===== config.mk =====
export PLATFORM = sky130hd
export DESIGN_NAME = triangle_traverser
export DESIGN_NICKNAME = d
export VERILOG_FILES = /design/src/rtl/triangle_traverser_pkg.sv /design/src/rtl/triangle_traverser_bbox.sv /design/src/rtl/triangle_traverser.sv
export SDC_FILE = /design/constraint.sdc
export NUM_CORES = 1
export LEC_CHECK = 0
export CORE_UTILIZATION = 25
export DETAILED_ROUTE_END_ITERATION = 12
export GPL_ROUTABILITY_DRIVEN = 0
export PLACE_DENSITY = 0.56
export SLEW_MARGIN = 20
export SYNTH_ARGS = -nofsm -noshare
export SYNTH_HDL_FRONTEND = slang
export SYNTH_SLANG_ARGS = --single-unit

===== constraint.sdc =====
create_clock -name clk -period 10.47 [get_ports clk]
set_input_delay 2.6175 -clock clk [delete_from_list [all_inputs] [get_ports clk]]
set_output_delay 2.6175 -clock clk [all_outputs]
set_load 0.05 [all_outputs]

===== src/rtl/triangle_traverser_pkg.sv =====
// Shared types, widths and arithmetic helpers for the triangle traverser.
// The edge coefficients and the inside test live here so that every user computes them the same way.
package triangle_traverser_pkg;

  localparam int COORD_W       = 16;
  localparam int EDGE_W        = 32;
  localparam int DEF_FRAC_BITS = 8;
  localparam int DEF_SCREEN_W  = 64;
  localparam int DEF_SCREEN_H  = 64;

  typedef enum logic [2:0] {
    IDLE,
    SETUP,
    ISSUE,
    WAIT,
    EMIT,
    DONE
  } state_t;

  typedef logic signed [COORD_W-1:0] coord_t;
  typedef logic signed [EDGE_W-1:0]  edge_t;

  // Two's complement difference that wraps at COORD_W bits.
  function automatic coord_t edge_coef(input coord_t minuend, input coord_t subtrahend);
    return minuend - subtrahend;
  endfunction

  // A pixel on an edge counts as inside for either winding.
  function automatic logic is_inside(input edge_t e1, input edge_t e2, input edge_t e3);
    logic nonneg;
    logic nonpos;
    nonneg = !e1[EDGE_W-1] && !e2[EDGE_W-1] && !e3[EDGE_W-1];
    nonpos = (e1[EDGE_W-1] || (e1 == '0)) &&
             (e2[EDGE_W-1] || (e2 == '0)) &&
             (e3[EDGE_W-1] || (e3 == '0));
    return nonneg || nonpos;
  endfunction

endpackage


===== src/rtl/triangle_traverser_bbox.sv =====
// Combinational bounding box: min/max of three vertices, floor to pixel index,
// clamp to the screen, and flag a box that lies entirely off screen.
module tri_bbox
  import triangle_traverser_pkg::*;
#(
  parameter int SCREEN_W  = DEF_SCREEN_W,
  parameter int SCREEN_H  = DEF_SCREEN_H,
  parameter int FRAC_BITS = DEF_FRAC_BITS
) (
  input  logic signed [COORD_W-1:0] v0x,
  input  logic signed [COORD_W-1:0] v0y,
  input  logic signed [COORD_W-1:0] v1x,
  input  logic signed [COORD_W-1:0] v1y,
  input  logic signed [COORD_W-1:0] v2x,
  input  logic signed [COORD_W-1:0] v2y,
  output logic        [COORD_W-1:0] xmin,
  output logic        [COORD_W-1:0] xmax,
  output logic        [COORD_W-1:0] ymin,
  output logic        [COORD_W-1:0] ymax,
  output logic                      empty
);

  localparam coord_t X_LIM = COORD_W'(SCREEN_W - 1);
  localparam coord_t Y_LIM = COORD_W'(SCREEN_H - 1);

  function automatic coord_t min3(input coord_t a, input coord_t b, input coord_t c);
    coord_t m;
    m = (a < b) ? a : b;
    return (c < m) ? c : m;
  endfunction

  function automatic coord_t max3(input coord_t a, input coord_t b, input coord_t c);
    coord_t m;
    m = (a > b) ? a : b;
    return (c > m) ? c : m;
  endfunction

  function automatic logic [COORD_W-1:0] clamp(input coord_t v, input coord_t lim);
    if (v[COORD_W-1]) return '0;
    if (v > lim)      return $unsigned(lim);
    return $unsigned(v);
  endfunction

  coord_t raw_xmin, raw_xmax, raw_ymin, raw_ymax;

  // Arithmetic shift floors toward minus infinity, which is what a pixel index needs.
  always_comb begin
    raw_xmin = min3(v0x, v1x, v2x) >>> FRAC_BITS;
    raw_xmax = max3(v0x, v1x, v2x) >>> FRAC_BITS;
    raw_ymin = min3(v0y, v1y, v2y) >>> FRAC_BITS;
    raw_ymax = max3(v0y, v1y, v2y) >>> FRAC_BITS;
    xmin     = clamp(raw_xmin, X_LIM);
    xmax     = clamp(raw_xmax, X_LIM);
    ymin     = clamp(raw_ymin, Y_LIM);
    ymax     = clamp(raw_ymax, Y_LIM);
    empty    = raw_xmax[COORD_W-1] || raw_ymax[COORD_W-1] ||
               (raw_xmin > X_LIM) || (raw_ymin > Y_LIM);
  end

endmodule


===== src/rtl/triangle_traverser.sv =====
// Rasterizer front end: accepts a triangle, sets up edges and bounding box,
// then walks the box in raster order using an external edge-function unit.
module triangle_traverser
  import triangle_traverser_pkg::*;
#(
  parameter int SCREEN_W  = DEF_SCREEN_W,
  parameter int SCREEN_H  = DEF_SCREEN_H,
  parameter int FRAC_BITS = DEF_FRAC_BITS
) (
  input  logic                      clk,
  input  logic                      rst,
  input  logic                      tri_valid,
  output logic                      tri_ready,
  input  logic signed [COORD_W-1:0] v0x,
  input  logic signed [COORD_W-1:0] v0y,
  input  logic signed [COORD_W-1:0] v1x,
  input  logic signed [COORD_W-1:0] v1y,
  input  logic signed [COORD_W-1:0] v2x,
  input  logic signed [COORD_W-1:0] v2y,
  output logic                      valid_data,
  output logic signed [COORD_W-1:0] px,
  output logic signed [COORD_W-1:0] py,
  output logic signed [COORD_W-1:0] ev0x,
  output logic signed [COORD_W-1:0] ev0y,
  output logic signed [COORD_W-1:0] ev1x,
  output logic signed [COORD_W-1:0] ev1y,
  output logic signed [COORD_W-1:0] ev2x,
  output logic signed [COORD_W-1:0] ev2y,
  output logic signed [COORD_W-1:0] a1,
  output logic signed [COORD_W-1:0] a2,
  output logic signed [COORD_W-1:0] a3,
  output logic signed [COORD_W-1:0] b1,
  output logic signed [COORD_W-1:0] b2,
  output logic signed [COORD_W-1:0] b3,
  input  logic signed [EDGE_W-1:0]  e1,
  input  logic signed [EDGE_W-1:0]  e2,
  input  logic signed [EDGE_W-1:0]  e3,
  input  logic                      edge_done,
  output logic                      pix_valid,
  output logic        [COORD_W-1:0] pix_x,
  output logic        [COORD_W-1:0] pix_y,
  input  logic                      pix_ready,
  output logic                      tri_done
);

  state_t state_q, state_d;
  coord_t ev0x_q, ev0y_q, ev1x_q, ev1y_q, ev2x_q, ev2y_q;
  coord_t ev0x_d, ev0y_d, ev1x_d, ev1y_d, ev2x_d, ev2y_d;
  coord_t a1_q, a2_q, a3_q, b1_q, b2_q, b3_q;
  coord_t a1_d, a2_d, a3_d, b1_d, b2_d, b3_d;
  logic [COORD_W-1:0] x_q, y_q, x_d, y_d;

  logic [COORD_W-1:0] bb_xmin, bb_xmax, bb_ymin, bb_ymax;
  logic               bb_empty;

  // Box is derived from the captured vertices, which hold still for the whole traversal.
  tri_bbox #(
    .SCREEN_W (SCREEN_W),
    .SCREEN_H (SCREEN_H),
    .FRAC_BITS(FRAC_BITS)
  ) u_bbox (
    .v0x  (ev0x_q),
    .v0y  (ev0y_q),
    .v1x  (ev1x_q),
    .v1y  (ev1y_q),
    .v2x  (ev2x_q),
    .v2y  (ev2y_q),
    .xmin (bb_xmin),
    .xmax (bb_xmax),
    .ymin (bb_ymin),
    .ymax (bb_ymax),
    .empty(bb_empty)
  );

  always_ff @(posedge clk or posedge rst) begin
    if (rst) begin
      state_q <= IDLE;
      ev0x_q  <= '0;
      ev0y_q  <= '0;
      ev1x_q  <= '0;
      ev1y_q  <= '0;
      ev2x_q  <= '0;
      ev2y_q  <= '0;
      a1_q    <= '0;
      a2_q    <= '0;
      a3_q    <= '0;
      b1_q    <= '0;
      b2_q    <= '0;
      b3_q    <= '0;
      x_q     <= '0;
      y_q     <= '0;
    end else begin
      state_q <= state_d;
      ev0x_q  <= ev0x_d;
      ev0y_q  <= ev0y_d;
      ev1x_q  <= ev1x_d;
      ev1y_q  <= ev1y_d;
      ev2x_q  <= ev2x_d;
      ev2y_q  <= ev2y_d;
      a1_q    <= a1_d;
      a2_q    <= a2_d;
      a3_q    <= a3_d;
      b1_q    <= b1_d;
      b2_q    <= b2_d;
      b3_q    <= b3_d;
      x_q     <= x_d;
      y_q     <= y_d;
    end
  end

  state_t             adv_state;
  logic [COORD_W-1:0] adv_x, adv_y;

  always_comb begin
    adv_state = ISSUE;
    adv_x     = x_q;
    adv_y     = y_q;
    if (x_q < bb_xmax) begin
      adv_x = x_q + COORD_W'(1);
    end else if (y_q < bb_ymax) begin
      adv_x = bb_xmin;
      adv_y = y_q + COORD_W'(1);
    end else begin
      adv_state = DONE;
    end
  end

  always_comb begin
    state_d = state_q;
    ev0x_d  = ev0x_q;
    ev0y_d  = ev0y_q;
    ev1x_d  = ev1x_q;
    ev1y_d  = ev1y_q;
    ev2x_d  = ev2x_q;
    ev2y_d  = ev2y_q;
    a1_d    = a1_q;
    a2_d    = a2_q;
    a3_d    = a3_q;
    b1_d    = b1_q;
    b2_d    = b2_q;
    b3_d    = b3_q;
    x_d     = x_q;
    y_d     = y_q;
    case (state_q)
      IDLE: begin
        if (tri_valid) begin
          ev0x_d  = v0x;
          ev0y_d  = v0y;
          ev1x_d  = v1x;
          ev1y_d  = v1y;
          ev2x_d  = v2x;
          ev2y_d  = v2y;
          state_d = SETUP;
        end
      end
      SETUP: begin
        a1_d = edge_coef(ev1y_q, ev0y_q);
        b1_d = edge_coef(ev0x_q, ev1x_q);
        a2_d = edge_coef(ev2y_q, ev1y_q);
        b2_d = edge_coef(ev1x_q, ev2x_q);
        a3_d = edge_coef(ev0y_q, ev2y_q);
        b3_d = edge_coef(ev2x_q, ev0x_q);
        if (bb_empty) begin
          state_d = DONE;
        end else begin
          x_d     = bb_xmin;
          y_d     = bb_ymin;
          state_d = ISSUE;
        end
      end
      ISSUE: state_d = WAIT;
      WAIT: begin
        if (edge_done) begin
          if (is_inside(e1, e2, e3)) begin
            state_d = EMIT;
          end else begin
            state_d = adv_state;
            x_d     = adv_x;
            y_d     = adv_y;
          end
        end
      end
      EMIT: begin
        if (pix_ready) begin
          state_d = adv_state;
          x_d     = adv_x;
          y_d     = adv_y;
        end
      end
      DONE:    state_d = IDLE;
      default: state_d = IDLE;
    endcase
  end

  assign tri_ready  = (state_q == IDLE);
  assign valid_data = (state_q == ISSUE);
  assign pix_valid  = (state_q == EMIT);
  assign tri_done   = (state_q == DONE);
  assign px         = $signed(x_q << FRAC_BITS);
  assign py         = $signed(y_q << FRAC_BITS);
  assign pix_x      = x_q;
  assign pix_y      = y_q;
  assign ev0x       = ev0x_q;
  assign ev0y       = ev0y_q;
  assign ev1x       = ev1x_q;
  assign ev1y       = ev1y_q;
  assign ev2x       = ev2x_q;
  assign ev2y       = ev2y_q;
  assign a1         = a1_q;
  assign a2         = a2_q;
  assign a3         = a3_q;
  assign b1         = b1_q;
  assign b2         = b2_q;
  assign b3         = b3_q;

endmodule


==> flow_summary.ini <==
[timing]
timing.final.crit_share_pct = 74.3
setup-tns-final_ns = 0
grt_setup_unrepaired = no
slew_headroom_pct = 24.5
worst_pin_slew_ns = 1.13
final-max-slew-violation-count = 0
maximum_clock_frequency_mhz = 129
fin_skew_ns = 0.0156
period_minus_slack_ns = 7.78
hold_violations = 0
post-route-worst-setup-slack_ns = 2.69
final-setup-viol-count = 0

[logic_synthesis]
synth_enable_flop_cells = 0
synthDominantCellAreaShare_pct = 34.6
syn-cell-area_um2 = 16400
post_synth_num_cell_types = 81
synth-main-ff-cell = dfrtp_1
synth_top_area_cell = dfrtp_1
async_reset_ff_share_pct = 100
syn-instance-count = 1983
post_synth.cell_area_avg_um2 = 8.28
synth.yosys.warnings = 0
seq_area_frac_synth_pct = 34.6
synthTopCellsByArea = dfrtp_1, ha_1, o21ai_0
ys_seq_elements = 227

[status]
outcome = complete, no violations

[setup_path]
endpoint_kind = register
start_kind = register
crit_arrival_ns = 8.28
maximum_fanout_along_the_worst_path = 22
timing_worst_setup_path_type = register to register
timing.critical_path.required_ns = 10.97

[global_routing]
grt_first_pass_wirelength_um = 97200
grt_overall_usage_pct = 18.7
grt.met1_usage_pct = 22.5
antenna_found_initial = 7
grt_use_met3_pct = 5.86
first_global_vias = 16100
layer_with_the_highest_usage_after_global_routing = met2
overflow = 0
grt_start_max_net_pins = 118
globalRouteMet2Util_pct = 31.9

[placement]
placement.cell_area_um2 = 21500
detailed_place_hpwl_um = 50700
portBuffers = 440
preCtsSetupSlack_ns = 2.47

[die]
fp.coreArea_um2 = 64700
pin_count = 457
height_of_the_die_um = 258
design.die.area_um2 = 66700
chipWidth_um = 258
initial_core_util_pct = 25.4
placement_rows = 93

[final_layout]
layout-drive-gt1-share_pct = 3.96
area_growth_syn_to_layout_pct = 37.5
nNetsFinal = 2749
fin_area_um2 = 22600
final_util_pct = 34.9

[flow_run]
max_cap_violations = 0

[clock_network]
cts_setup_buffers = 0
clockRootBuffer = clkbuf_16
cts_tree = built
clk_pin_slew_ns = 0.06
clock_sinks = 227
clk-insertion-delay-late_ns = 0.59
ctsResizeCount = 0
hold_bufs_at_cts = 0
cts_buffers = 30
buffers_from_clock_root_to_sink_at_most = 3
h-tree-depth = 1

[drt]
drt_drc_violations_left = 0
route.detailed.vias_per_inst = 4.97
drtAntennaViolNets = 0
detail_route.first_pass.iterations = 5
drtIter0Drc = 1041
wl_um = 64500
detailroute.via_count = 16200
routedWlPerCell_um = 19.8

[min_path]
worst_hold_path_type = register to register
area by class of cell:
type | instances | area [µm²]
clock inverters | 7 | 95.1
clock buffers | 46 | 932
flip-flops and latches | 227 | 5680
inverters | 152 | 578
repair buffers | 446 | 4460
diodes | 4 | 10.0
fillers | 6703 | 42100
well taps | 855 | 1070
multi-input cells | 1521 | 9750
layer usage:
metal,routed length [µm],vias up,part of all wire (%)
met5,24,-,0.037
met4,1820,4,2.8
met3,5680,99,8.8
met2,30900,503,48
met1,26200,7786,41
li1,-,7802,-
synth_stat cells, drive strengths merged (7+ instances only):
| library cell | n |
|---|---|
| ha | 168 |
| xnor2 | 28 |
| nand4 | 27 |
| nand2b | 16 |
| xor2 | 22 |
| nand3 | 35 |
| inv | 152 |
| o21a | 8 |
| nor4 | 26 |
| a21oi | 128 |
| o31ai | 40 |
| a21o | 13 |
| or3 | 9 |
| o21bai | 7 |
| a21boi | 17 |
| or2 | 8 |
| o21ai | 252 |
| o311ai | 11 |
| a2111oi | 10 |
| a211oi | 11 |
| buf | 45 |
| and2 | 14 |
| nor3 | 40 |
| nand2 | 276 |
| dfrtp | 227 |
| nor2b | 31 |
| nor2 | 141 |
| mux2i | 31 |
| and3 | 31 |
| a31oi | 7 |
| o211ai | 20 |
| clkbuf | 54 |
cell families (layout without fill, tap and decap cells):
kind of cell               after synthesis  count (layout)  share of synthesized area (%)
buffers and inverters                  251             651                           6.60
muxes                                   36              36                           2.26
other                                    2              22                         0.0457
DFF                                    227             227                           34.6
adders and majority gates              174             174                           13.5
AOI/OAI and AO/OA                      571             571                           21.3
xor gates and xnor gates                50              50                           2.67
and+or+nand+nor                        672             672                           19.0
placed cells by master, fill, tap and decap left out, types with 35 or more instances in the layout:
cell,instances
a21oi_1,127
o21ai_0,244
nor3_1,39
clkdlybuf4s50_1,440
ha_1,168
dfrtp_1,227
o31ai_1,38
inv_1,151
nand3_1,35
nor2_1,140
nand2_1,276
through the flow:
| stage | hold slack, ns | std cells |
|---|---|---|
| floorplan | 0.617 | 1999 |
| global placement | 0.467 | 3201 |
| detailed placement | 0.473 | 3201 |
| CTS | 0.486 | 3254 |
| global route | 0.507 | 3254 |
| finish | 0.477 | 3258 |
path summary, 6_finish.rpt:
| kind | start | endpoint | slack, ns | cells after the start |
|---|---|---|---|---|
| worst max-delay path | ev1y[0] | pix_y[1] | 2.69 | 25 |
| worst max register to register | ev1y[0] | pix_y[1] | 2.69 | 25 |
| max in group asynchronous | rst | a2[2] | 6.74 | 3 |
| worst min-delay path | b3[10] | b3[10] | 0.48 | 2 |
| min in group asynchronous | rst | pix_x[10] | 2.55 | 2 |
| worst min register to register | b3[10] | b3[10] | 0.48 | 2 |
critical path, cell delays in order (launching register included):
cell and delay (ns):
dfrtp_1 0.41, inv_1 0.10, ha_1 0.22, fa_1 0.41, nand2b_1 0.19, a21oi_1 0.22
o21ai_0 0.20, a21oi_2 0.33, xor2_2 0.90, a21oi_1 0.36, ha_1 0.39, and3_1 0.19
nand4_1 0.15, a211o_1 0.27, nand4_1 0.10, mux2_2 0.43, mux2_2 0.33, o211ai_1 0.13
ha_1 0.33, and4b_1 0.18, o21ai_0 0.11, a211oi_1 0.30, o22ai_2 0.20, o221ai_2 0.82
nor2_2 0.22, a21oi_1 0.21
Power is not shown: default switching activity piles up to over one toggle a cycle in this logic, so the estimate is an artifact.
